===== src/rtl/alu_op_sequencer_if.sv =====
// Command, ALU-drive and response bundle between a command source, the
// sequencer and the registered 4-bit ALU.
interface alu_op_sequencer_if;
  logic       cmd_valid;
  logic       cmd_ready;
  logic [3:0] cmd_a;
  logic [3:0] cmd_b;
  logic [1:0] cmd_op;

  logic [3:0] alu_a;
  logic [3:0] alu_b;
  logic [1:0] alu_op;
  logic [3:0] alu_result;

  logic       rsp_valid;
  logic       rsp_ready;
  logic [3:0] rsp_a;
  logic [3:0] rsp_b;
  logic [1:0] rsp_op;
  logic [3:0] rsp_result;
  logic [3:0] rsp_expected;
  logic       rsp_mismatch;

  logic [7:0] err_count;
  logic       busy;

  // Sequencer side
  modport slave (
    input  cmd_valid, cmd_a, cmd_b, cmd_op,
    output cmd_ready,
    output alu_a, alu_b, alu_op,
    input  alu_result,
    output rsp_valid, rsp_a, rsp_b, rsp_op, rsp_result, rsp_expected, rsp_mismatch,
    input  rsp_ready,
    output err_count, busy
  );

  // Command source / response sink / ALU side
  modport master (
    output cmd_valid, cmd_a, cmd_b, cmd_op,
    input  cmd_ready,
    input  alu_a, alu_b, alu_op,
    output alu_result,
    input  rsp_valid, rsp_a, rsp_b, rsp_op, rsp_result, rsp_expected, rsp_mismatch,
    output rsp_ready,
    input  err_count, busy
  );
endinterface


===== src/rtl/alu_op_sequencer.sv =====
// Buffers ALU commands, drives them onto a registered ALU one per cycle,
// captures each result two cycles after issue and returns it alongside a
// locally modelled expected value.
module alu_op_sequencer #(
  parameter int unsigned DEPTH = 4
) (
  input  logic               clk,
  input  logic               rst,
  alu_op_sequencer_if.slave  bus
);

  localparam int unsigned AW = $clog2(DEPTH);
  localparam int unsigned PW = AW + 1;
  localparam int unsigned CW = AW + 2;

  localparam logic [1:0] OP_ADD = 2'b00;
  localparam logic [1:0] OP_SUB = 2'b01;
  localparam logic [1:0] OP_AND = 2'b10;
  localparam logic [1:0] OP_OR  = 2'b11;

  typedef struct packed {
    logic [3:0] a;
    logic [3:0] b;
    logic [1:0] op;
  } cmd_t;

  typedef struct packed {
    cmd_t       cmd;
    logic [3:0] result;
    logic [3:0] expected;
  } rsp_t;

  // Reference behaviour of the ALU; carry and borrow are dropped.
  function automatic logic [3:0] alu_model(input cmd_t c);
    logic [3:0] r;
    case (c.op)
      OP_ADD:  r = c.a + c.b;
      OP_SUB:  r = c.a - c.b;
      OP_AND:  r = c.a & c.b;
      OP_OR:   r = c.a | c.b;
      default: r = 4'd0;
    endcase
    return r;
  endfunction

  // ---------------------------------------------------------------------
  // Command FIFO
  // ---------------------------------------------------------------------
  cmd_t          cmd_mem [DEPTH];
  logic [PW-1:0] cmd_wptr;
  logic [PW-1:0] cmd_rptr;
  logic          cmd_empty;
  logic          cmd_full;
  logic          cmd_push;
  cmd_t          cmd_in;
  cmd_t          cmd_head;

  // ---------------------------------------------------------------------
  // Issue / wait pipeline
  // ---------------------------------------------------------------------
  cmd_t          alu_q;      // stage-1 command, also the ALU drive
  logic          v1;
  cmd_t          s2;         // stage-2 shadow, aligned with alu_result
  logic          v2;
  logic          issue;
  logic [CW-1:0] credit_used;

  // ---------------------------------------------------------------------
  // Response FIFO
  // ---------------------------------------------------------------------
  rsp_t          rsp_mem [DEPTH];
  logic [PW-1:0] rsp_wptr;
  logic [PW-1:0] rsp_rptr;
  logic [PW-1:0] rsp_count;
  logic          rsp_empty;
  logic          rsp_pop;
  rsp_t          rsp_in;
  rsp_t          rsp_head;
  logic          capture_mismatch;

  logic [7:0]    err_q;

  // Command FIFO status and handshake
  always_comb begin
    cmd_empty = (cmd_wptr == cmd_rptr);
    cmd_full  = (cmd_wptr[AW] != cmd_rptr[AW]) &&
                (cmd_wptr[AW-1:0] == cmd_rptr[AW-1:0]);
    cmd_push  = bus.cmd_valid && !cmd_full;
    cmd_in    = '{a: bus.cmd_a, b: bus.cmd_b, op: bus.cmd_op};
    cmd_head  = cmd_mem[cmd_rptr[AW-1:0]];
  end

  // Issue only when every in-flight result is guaranteed a response slot
  always_comb begin
    rsp_count   = rsp_wptr - rsp_rptr;
    credit_used = CW'(rsp_count) + CW'(v1) + CW'(v2);
    issue       = !cmd_empty && (credit_used < CW'(DEPTH));
  end

  // Capture payload for the result the ALU is presenting this cycle
  always_comb begin
    rsp_in           = '{cmd: s2, result: bus.alu_result, expected: alu_model(s2)};
    capture_mismatch = v2 && (bus.alu_result != rsp_in.expected);
    rsp_empty        = (rsp_wptr == rsp_rptr);
    rsp_pop          = !rsp_empty && bus.rsp_ready;
    rsp_head         = rsp_empty ? '0 : rsp_mem[rsp_rptr[AW-1:0]];
  end

  // Command storage; contents are don't-care until written
  always_ff @(posedge clk) begin
    if (cmd_push) begin
      cmd_mem[cmd_wptr[AW-1:0]] <= cmd_in;
    end
  end

  // Command FIFO pointers
  always_ff @(posedge clk or posedge rst) begin
    if (rst) begin
      cmd_wptr <= '0;
      cmd_rptr <= '0;
    end else begin
      if (cmd_push) cmd_wptr <= cmd_wptr + PW'(1);
      if (issue)    cmd_rptr <= cmd_rptr + PW'(1);
    end
  end

  // Issue and wait stages; idle cycles drive zeros to the ALU
  always_ff @(posedge clk or posedge rst) begin
    if (rst) begin
      alu_q <= '0;
      v1    <= 1'b0;
      s2    <= '0;
      v2    <= 1'b0;
    end else begin
      alu_q <= issue ? cmd_head : '0;
      v1    <= issue;
      s2    <= alu_q;
      v2    <= v1;
    end
  end

  // Response storage; credit rule keeps a push from ever seeing full
  always_ff @(posedge clk) begin
    if (v2) begin
      rsp_mem[rsp_wptr[AW-1:0]] <= rsp_in;
    end
  end

  // Response FIFO pointers
  always_ff @(posedge clk or posedge rst) begin
    if (rst) begin
      rsp_wptr <= '0;
      rsp_rptr <= '0;
    end else begin
      if (v2)      rsp_wptr <= rsp_wptr + PW'(1);
      if (rsp_pop) rsp_rptr <= rsp_rptr + PW'(1);
    end
  end

  // Saturating mismatch counter
  always_ff @(posedge clk or posedge rst) begin
    if (rst) begin
      err_q <= '0;
    end else if (capture_mismatch && (err_q != 8'hFF)) begin
      err_q <= err_q + 8'd1;
    end
  end

  assign bus.cmd_ready    = !cmd_full;
  assign bus.alu_a        = alu_q.a;
  assign bus.alu_b        = alu_q.b;
  assign bus.alu_op       = alu_q.op;
  assign bus.rsp_valid    = !rsp_empty;
  assign bus.rsp_a        = rsp_head.cmd.a;
  assign bus.rsp_b        = rsp_head.cmd.b;
  assign bus.rsp_op       = rsp_head.cmd.op;
  assign bus.rsp_result   = rsp_head.result;
  assign bus.rsp_expected = rsp_head.expected;
  assign bus.rsp_mismatch = !rsp_empty && (rsp_head.result != rsp_head.expected);
  assign bus.err_count    = err_q;
  assign bus.busy         = !cmd_empty || v1 || v2 || !rsp_empty;

endmodule


===== src/flat_wrapper.sv =====
// flat-port wrapper written by rule: the top's interface ports become plain ports
module alu_op_sequencer_flat 
#(
  parameter int unsigned DEPTH = 4
)
  (clk, rst, bus_cmd_valid, bus_cmd_a, bus_cmd_b, bus_cmd_op, bus_cmd_ready, bus_alu_a, bus_alu_b, bus_alu_op, bus_alu_result, bus_rsp_valid, bus_rsp_a, bus_rsp_b, bus_rsp_op, bus_rsp_result, bus_rsp_expected, bus_rsp_mismatch, bus_rsp_ready, bus_err_count, bus_busy);
  alu_op_sequencer_if bus_i ();
  input  logic clk;
  input  logic rst;
  input wire logic [$bits(bus_i.cmd_valid)-1:0] bus_cmd_valid;
  input wire logic [$bits(bus_i.cmd_a)-1:0] bus_cmd_a;
  input wire logic [$bits(bus_i.cmd_b)-1:0] bus_cmd_b;
  input wire logic [$bits(bus_i.cmd_op)-1:0] bus_cmd_op;
  output wire logic [$bits(bus_i.cmd_ready)-1:0] bus_cmd_ready;
  output wire logic [$bits(bus_i.alu_a)-1:0] bus_alu_a;
  output wire logic [$bits(bus_i.alu_b)-1:0] bus_alu_b;
  output wire logic [$bits(bus_i.alu_op)-1:0] bus_alu_op;
  input wire logic [$bits(bus_i.alu_result)-1:0] bus_alu_result;
  output wire logic [$bits(bus_i.rsp_valid)-1:0] bus_rsp_valid;
  output wire logic [$bits(bus_i.rsp_a)-1:0] bus_rsp_a;
  output wire logic [$bits(bus_i.rsp_b)-1:0] bus_rsp_b;
  output wire logic [$bits(bus_i.rsp_op)-1:0] bus_rsp_op;
  output wire logic [$bits(bus_i.rsp_result)-1:0] bus_rsp_result;
  output wire logic [$bits(bus_i.rsp_expected)-1:0] bus_rsp_expected;
  output wire logic [$bits(bus_i.rsp_mismatch)-1:0] bus_rsp_mismatch;
  input wire logic [$bits(bus_i.rsp_ready)-1:0] bus_rsp_ready;
  output wire logic [$bits(bus_i.err_count)-1:0] bus_err_count;
  output wire logic [$bits(bus_i.busy)-1:0] bus_busy;
  assign bus_i.cmd_valid = bus_cmd_valid;
  assign bus_i.cmd_a = bus_cmd_a;
  assign bus_i.cmd_b = bus_cmd_b;
  assign bus_i.cmd_op = bus_cmd_op;
  assign bus_cmd_ready = bus_i.cmd_ready;
  assign bus_alu_a = bus_i.alu_a;
  assign bus_alu_b = bus_i.alu_b;
  assign bus_alu_op = bus_i.alu_op;
  assign bus_i.alu_result = bus_alu_result;
  assign bus_rsp_valid = bus_i.rsp_valid;
  assign bus_rsp_a = bus_i.rsp_a;
  assign bus_rsp_b = bus_i.rsp_b;
  assign bus_rsp_op = bus_i.rsp_op;
  assign bus_rsp_result = bus_i.rsp_result;
  assign bus_rsp_expected = bus_i.rsp_expected;
  assign bus_rsp_mismatch = bus_i.rsp_mismatch;
  assign bus_i.rsp_ready = bus_rsp_ready;
  assign bus_err_count = bus_i.err_count;
  assign bus_busy = bus_i.busy;
  alu_op_sequencer #(.DEPTH(DEPTH)) u_core (.clk(clk), .rst(rst), .bus(bus_i));
endmodule

===== config.mk =====
export PLATFORM = sky130hd
export DESIGN_NAME = alu_op_sequencer_flat
export DESIGN_NICKNAME = d
export VERILOG_FILES = /design/src/rtl/alu_op_sequencer_if.sv /design/src/rtl/alu_op_sequencer.sv /design/src/flat_wrapper.sv
export SDC_FILE = /design/constraint.sdc
export NUM_CORES = 1
export LEC_CHECK = 0
export CORE_MARGIN = 2
export CORE_UTILIZATION = 34
export CTS_CLUSTER_DIAMETER = 120
export CTS_CLUSTER_SIZE = 20
export DETAILED_ROUTE_END_ITERATION = 6
export PLACE_DENSITY_LB_ADDON = 0.25
export SKIP_CTS_REPAIR_TIMING = 1
export SYNTH_ARGS = -nofsm -noshare
export SYNTH_HDL_FRONTEND = slang
export SYNTH_SLANG_ARGS = --single-unit

===== constraint.sdc =====
create_clock -name clk -period 2.79 [get_ports clk]
set_input_delay 0.558 -clock clk [delete_from_list [all_inputs] [get_ports clk]]
set_output_delay 0.558 -clock clk [all_outputs]
set_load 0.02 [all_outputs]

==> flow_metrics.py, run 1 <==
metrics = {
    "yosys": {
        "syn_inst": 371,
        "synth_ff_type": "edfxtp_1",
        "synth_cell_type_count": 44,
        "ys_warn_count": 0,
        "yosysTopAreaCell": "edfxtp_1",
        "synthArstFlopShare": 0.273,
        "yosys_register_bits": 154,
        "synth_fp_nets": 411,
        "avgSynthCellArea_sq_um": 17.2,
        "ys_seq_area_frac": 0.691,
        "ys_top_cells_by_area": "edfxtp_1 53%, dfrtp_1 16%, mux4_2 9.9%",
        "synth_top_area_share": 0.527,
        "synth-edff-count": 112,
        "syn_area_sq_um": 6380,
    },
    "clock_tree": {
        "htree_levels": 4,
        "tritoncts": "built",
        "clock_latency_ns": 0.42,
        "clk_pin_slew_ns": 0.06,
        "cts_sinks": 154,
        "root_buffer": "clkbuf_16",
        "numCtsBuffers": 17,
        "clockBufferDepth": 2,
    },
    "timing": {
        "finalSetupViolations": 9,
        "min_period_ns": 2.97,
        "slew_headroom": 0.615,
        "tightest_slew_ns": 0.578,
        "skew_ns": 0.00520,
        "rsz0062_at_grt": "yes",
        "clock.fmax_ghz": 0.336,
        "fin_hold_ws_ns": 0.377,
        "setup_ws_ns": -0.184,
        "final_hold_viol_count": 0,
        "finalSetupTns_ns": -1.26,
        "maxSlewViolCount": 0,
        "finalCritPeriodShare": 1.07,
    },
    "setup_path": {
        "r2r-start": "u_core.rsp_in[8]",
        "r2r-end": "u_core.bus.err_count[1]",
        "reg2reg_depth": 11,
        "cp_max_fo": 5,
        "cp.required_ns": 3.09,
        "start_kind": "register",
        "end_kind": "register",
        "path_buf_inv": 0,
        "path_cells": "nor2b_4, nor2_1, xnor2_1, ha_1, nand3b_1, and2_4, a32o_2, a211oi_4, mux2i_4, nor2_2, mux2_4",
        "slowest_delay_ns": 0.42,
        "ff2ff_setup_slack_ns": -0.18,
        "worst_path_max_delay_cell": "dfrtp_2",
        "worst_ep_arrival_time_ns": 3.28,
        "path_class": "reg -> reg",
        "critical-path-top-delay-family": "simple AND/OR/NAND/NOR gates",
    },
    "placed_design": {
        "io_buffers": 57,
        "place_inst": 685,
        "hpwl_um": 7910,
        "place_congestion": 0.817,
        "placed_area_sq_um": 7540,
    },
    "global_routing": {
        "grt_antenna_before_repair": 0,
        "grt-ovfl-total": 0,
        "grt_max_degree": 23,
        "grt_pass1_vias": 3566,
        "grt_usage": 0.126,
        "grt_pass1_wl_um": 19000,
    },
    "layout": {
        "seq_area_sq_um": 4420,
        "stdcell_area_sq_um": 8230,
        "stdcell_count": 721,
        "drive_above_1_share": 0.255,
        "area_growth_pct": 29.0,
        "antennaDiodeCount": 0,
        "post-route-util": 0.443,
        "nFillCells": 1626,
        "fin_nets": 514,
        "multi_input_area_sq_um": 1950,
    },
    "status": {
        "failed_checks": "setup timing",
        "outcome": "finished, violations left",
    },
    "floorplan": {
        "pin_count": 58,
        "num_rows": 50,
        "die_y_um": 141,
        "initial_core_util": 0.344,
        "core_area_sq_um": 18600,
        "fp.dieW_um": 141,
        "die_area_sq_um": 19900,
    },
    "worst_hold_path": {
        "hold_path_class": "in -> async",
    },
    "route": {
        "vias_per_cell": 4.64,
        "vias": 3348,
        "ant_nets": 0,
        "wirelength_um": 11800,
        "drc_errors": 0,
        "wl_per_cell_um": 16.4,
        "dr.pass1.iters": 4,
        "drtIter0Drc": 152,
    },
    "pwr": {
        "cellPowerDensity_nw_per_um2": 1330,
        "vdd_drop_max_mv": 0.551,
        "p_leak_nw": 3.25,
    },
    "run": {
        "drv_cap": 0,
    },
}
[state kept, by name, indices dropped and copies added (netlist names)]
| signal | count |
|---|---|
| u_core.bus.alu_b | 4 |
| u_core.rsp_mem | 72 |
| u_core.bus.alu_a | 4 |
| u_core.rsp_wptr | 3 |
| u_core.rsp_rptr | 3 |
| u_core.cmd_rptr | 3 |
| u_core.cmd_wptr | 3 |
| u_core.v2 | 1 |
| u_core.cmd_mem | 40 |
| u_core.rsp_in | 10 |
| u_core.v1 | 1 |
| u_core.bus.err_count | 8 |
| u_core.bus.alu_op | 2 |
[layout make-up]
| type | count | share of cell area |
|---|---|---|
| Sequential cell | 154 | 0.536 |
| Multi-Input combinational cell | 189 | 0.237 |
| Timing Repair Buffer | 95 | 0.112 |
| Clock buffer | 19 | 0.0552 |
| Tap cell | 234 | 0.0356 |
| Clock inverter | 13 | 0.0157 |
| Inverter | 17 | 0.00775 |
[per-layer routing]
layer  GRT usage  part of all wire  vias up
met5           0                 0        -
met4      0.0474             0.015        0
met3      0.0313             0.032       18
met2       0.216              0.51       58
met1       0.155              0.45     1683
li1            -                 -     1589
[worst max path at each step]
stage                                   from                       to  slack, ns  cells past startpoint
after CTS                 u_core.rsp_rptr[0]         bus_rsp_mismatch      -0.49                      5
final                       u_core.rsp_in[8]  u_core.bus.err_count[1]      -0.18                     11
after global routing       u_core.rsp_in[10]  u_core.bus.err_count[1]      -0.30                     13
after global placement      u_core.rsp_in[8]  u_core.bus.err_count[6]      -0.12                     12
after detailed placement    u_core.rsp_in[8]  u_core.bus.err_count[6]      -0.18                     12
after floorplan            u_core.rsp_in[10]  u_core.bus.err_count[1]      -0.09                     13
[cells by family (layout without fill, tap and decap cells)]
logic type      Yosys count  count (layout)  synth area share
buf+inv                  28             144            0.0169
compound gates           17              17            0.0200
simple gates             87              87            0.0772
flops                   154             154             0.691
fa+ha+maj                23              23            0.0470
xor+xnor                 30              30            0.0412
mux                      32              32             0.106
[power breakdown]
part           internal, mW  switching (mW)
Clock                  1.31           0.943
Sequential             3.33           0.327
Combinational          2.43            2.59
Total                  7.07            3.86
[per-stage QoR]
stage          power, mW  setup WS [ns]
2_1_floorplan       6.77        -0.0888
3_5_place_dp        8.79         -0.185
5_1_grt             11.6         -0.297
4_1_cts             11.1         -0.492
3_3_place_gp        8.67         -0.122
6_report            10.9         -0.184
[synth_stat cells, types with 5 or more instances]
cell type	number
edfxtp_1	112
dfrtp_1	42
mux4_2	28
and2_1	24
ha_1	20
nand2_1	20
inv_1	17
xor2_1	17
xnor2_1	13
nor2b_1	12
clkbuf_1	7
nor2_1	6
and3_1	5
[layout by cell type, fill, tap and decap left out, drive strengths merged, types with 19 or more instances in the layout]
cell           instances
buf                   39
mux4                  28
dfrtp                 42
and2                  24
dlymetal6s2s          19
inv                   25
clkdlybuf4s50         36
ha                    20
nand2                 20
clkbuf                20
edfxtp               112
Power figures use the tool's default switching activity.
==> run 2: changes to the inputs <==
--- a/config.mk
+++ b/config.mk
@@ -8,3 +8,3 @@
 export CORE_MARGIN = 2
-export CORE_UTILIZATION = 34
+export CORE_UTILIZATION = 46
 export CTS_CLUSTER_DIAMETER = 120
--- a/constraint.sdc
+++ b/constraint.sdc
@@ -3,2 +3,2 @@
 set_output_delay 0.558 -clock clk [all_outputs]
-set_load 0.02 [all_outputs]
+set_load 0.05 [all_outputs]
==> run 2 against run 1 <==
  * The flow still finishes with violations (setup timing)
  * Global-route usage grew 3.9 points
  * Flip-flop and latch count stayed put
  * Setup slack improved by 0.052 ns
  * Utilization rose by 16 points
  * Critical path depth rose by 3
  * Die area is 25% lower
  * First-iteration DRC count up 13%
  * Non-clock buffer count decreased by 3
  * Sequential share of layout area shrank 0.28 points
  * Critical path type unchanged
  * Critical endpoint is now u_core.bus.err_count[3]
  * Highest routed layer unchanged
==> flow_metrics.py, run 2 (synthesis gave the netlist of run 1 again) <==
metrics = {
    "route": {
        "wl_per_cell_um": 16.9,
        "ant_nets": 0,
        "drtIter0Drc": 171,
        "vias_per_cell": 5.09,
        "dr.pass1.iters": 4,
        "wirelength_um": 11200,
        "vias": 3377,
        "drc_errors": 0,
    },
    "layout": {
        "fin_nets": 511,
        "final_common_cell": "edfxtp_1",
        "nFillCells": 1023,
        "drive_above_1_share": 0.306,
        "multi_input_area_sq_um": 1980,
        "final_cell_mix": "112 x edfxtp_1, 40 x dfrtp_1, 35 x clkdlybuf4s50_1, 32 x buf_4, 28 x mux4_2",
        "largest_register_ffs": 72,
        "seq_area_sq_um": 4420,
        "stdcell_area_sq_um": 8280,
        "area_growth_pct": 29.7,
        "antennaDiodeCount": 0,
    },
    "clock_tree": {
        "cts_sinks": 154,
        "clockBufferDepth": 2,
        "clock_latency_ns": 0.42,
        "tritoncts": "built",
        "clk_pin_slew_ns": 0.06,
        "root_buffer": "clkbuf_16",
        "numCtsBuffers": 17,
        "htree_levels": 4,
    },
    "timing": {
        "tightest_slew_ns": 0.608,
        "skew_ns": 0.00685,
        "clock.fmax_ghz": 0.342,
        "slew_headroom": 0.594,
        "min_period_ns": 2.92,
        "final_hold_viol_count": 0,
        "maxSlewViolCount": 0,
        "finalSetupViolations": 8,
        "finalCritPeriodShare": 1.05,
        "setup_ws_ns": -0.132,
        "rsz0062_at_grt": "yes",
    },
    "floorplan": {
        "die_y_um": 122,
        "initial_core_util": 0.465,
        "core_area_sq_um": 13700,
        "fp.dieW_um": 122,
        "pin_count": 58,
        "die_area_sq_um": 14800,
        "num_rows": 43,
    },
    "run": {
        "drv_cap": 0,
    },
    "placed_design": {
        "placed_area_sq_um": 7620,
        "io_buffers": 57,
        "place_congestion": 0.802,
        "hpwl_um": 7340,
    },
    "global_routing": {
        "grt-ovfl-total": 0,
        "grt_pass1_vias": 3505,
        "grt_max_degree": 43,
        "top_usage_layer": "met2",
        "grt_pass1_wl_um": 18000,
        "grt_usage": 0.165,
        "grt_antenna_before_repair": 0,
        "met3_usage": 0.0473,
        "gr-usage-met2": 0.282,
        "met1_usage": 0.196,
    },
    "setup_path": {
        "cp_max_fo": 5,
        "end_kind": "register",
        "cp.required_ns": 3.08,
        "worst_ep_arrival_time_ns": 3.22,
        "path_class": "reg -> reg",
        "start_kind": "register",
        "ff2ff_setup_slack_ns": -0.13,
    },
    "status": {
        "failed_checks": "setup timing",
        "outcome": "finished, violations left",
    },
    "worst_hold_path": {
        "hold_path_class": "reg -> reg",
    },
}
run 2: cell count changes in the layout (fill, tap and decap cells not counted), sizes merged:
cell	delta
dlymetal6s2s	-19
buf	+18
inv	-8
clkinvlp	+5
clkbuf	+3
bufinv	-1
clkdlybuf4s50	-1
run 2: per-stage QoR:
stage / setup slack (ns) / setup TNS [ns] / instances / utilization / hold WS, ns
5_1_grt: -0.287 / -2.09 / 664 / 0.603 / 0.392
3_5_place_dp: -0.137 / -0.476 / 625 / 0.555 / 0.372
2_1_floorplan: -0.0888 / -0.0888 / 371 / - / 0.367
6_report: -0.132 / -0.791 / 664 / 0.603 / 0.383
4_1_cts: -0.251 / -1.89 / 657 / 0.595 / 0.389
3_3_place_gp: -0.0282 / -0.0739 / 625 / 0.555 / 0.366
run 2: final timing paths:
path                            cells after the start           startpoint                      end
worst max-delay path                               14    u_core.rsp_in[10]  u_core.bus.err_count[3]
worst min-delay path                                0  u_core.bus.alu_a[1]        u_core.rsp_in[15]
worst max register to register                     14    u_core.rsp_in[10]  u_core.bus.err_count[3]
worst min register to register                      0  u_core.bus.alu_a[1]        u_core.rsp_in[15]
max in group asynchronous                           3                  rst         u_core.rsp_in[8]
min in group asynchronous                           3                  rst  u_core.bus.err_count[3]
run 2: layout make-up:
type,count,area share
flip-flops and latches,154,0.534
multi-input cells,189,0.239
repair buffers,92,0.128
clock buffers,23,0.0565
well taps,180,0.0272
clock inverters,9,0.00831
inverters,17,0.00771
run 2: worst max-delay path, cell delays in order, from the launching register on:
cell	delay, ns
dfrtp_1	0.36
inv_2	0.06
ha_4	0.27
nand2_4	0.04
o21ai_4	0.06
inv_1	0.07
ha_1	0.29
nand3b_1	0.15
and2_4	0.18
a32o_2	0.25
a211oi_4	0.30
mux2i_4	0.39
buf_6	0.17
nor4b_4	0.04
xor2_1	0.17
run 2: layer usage:
metal	up-vias	wire [um]
met1	1715	4670
met3	16	417
met5	-	0
met4	0	168
li1	1579	-
met2	67	5970
Power of run 2 is not shown: default switching activity piles up to over one toggle a cycle in this logic, so the estimate is an artifact.
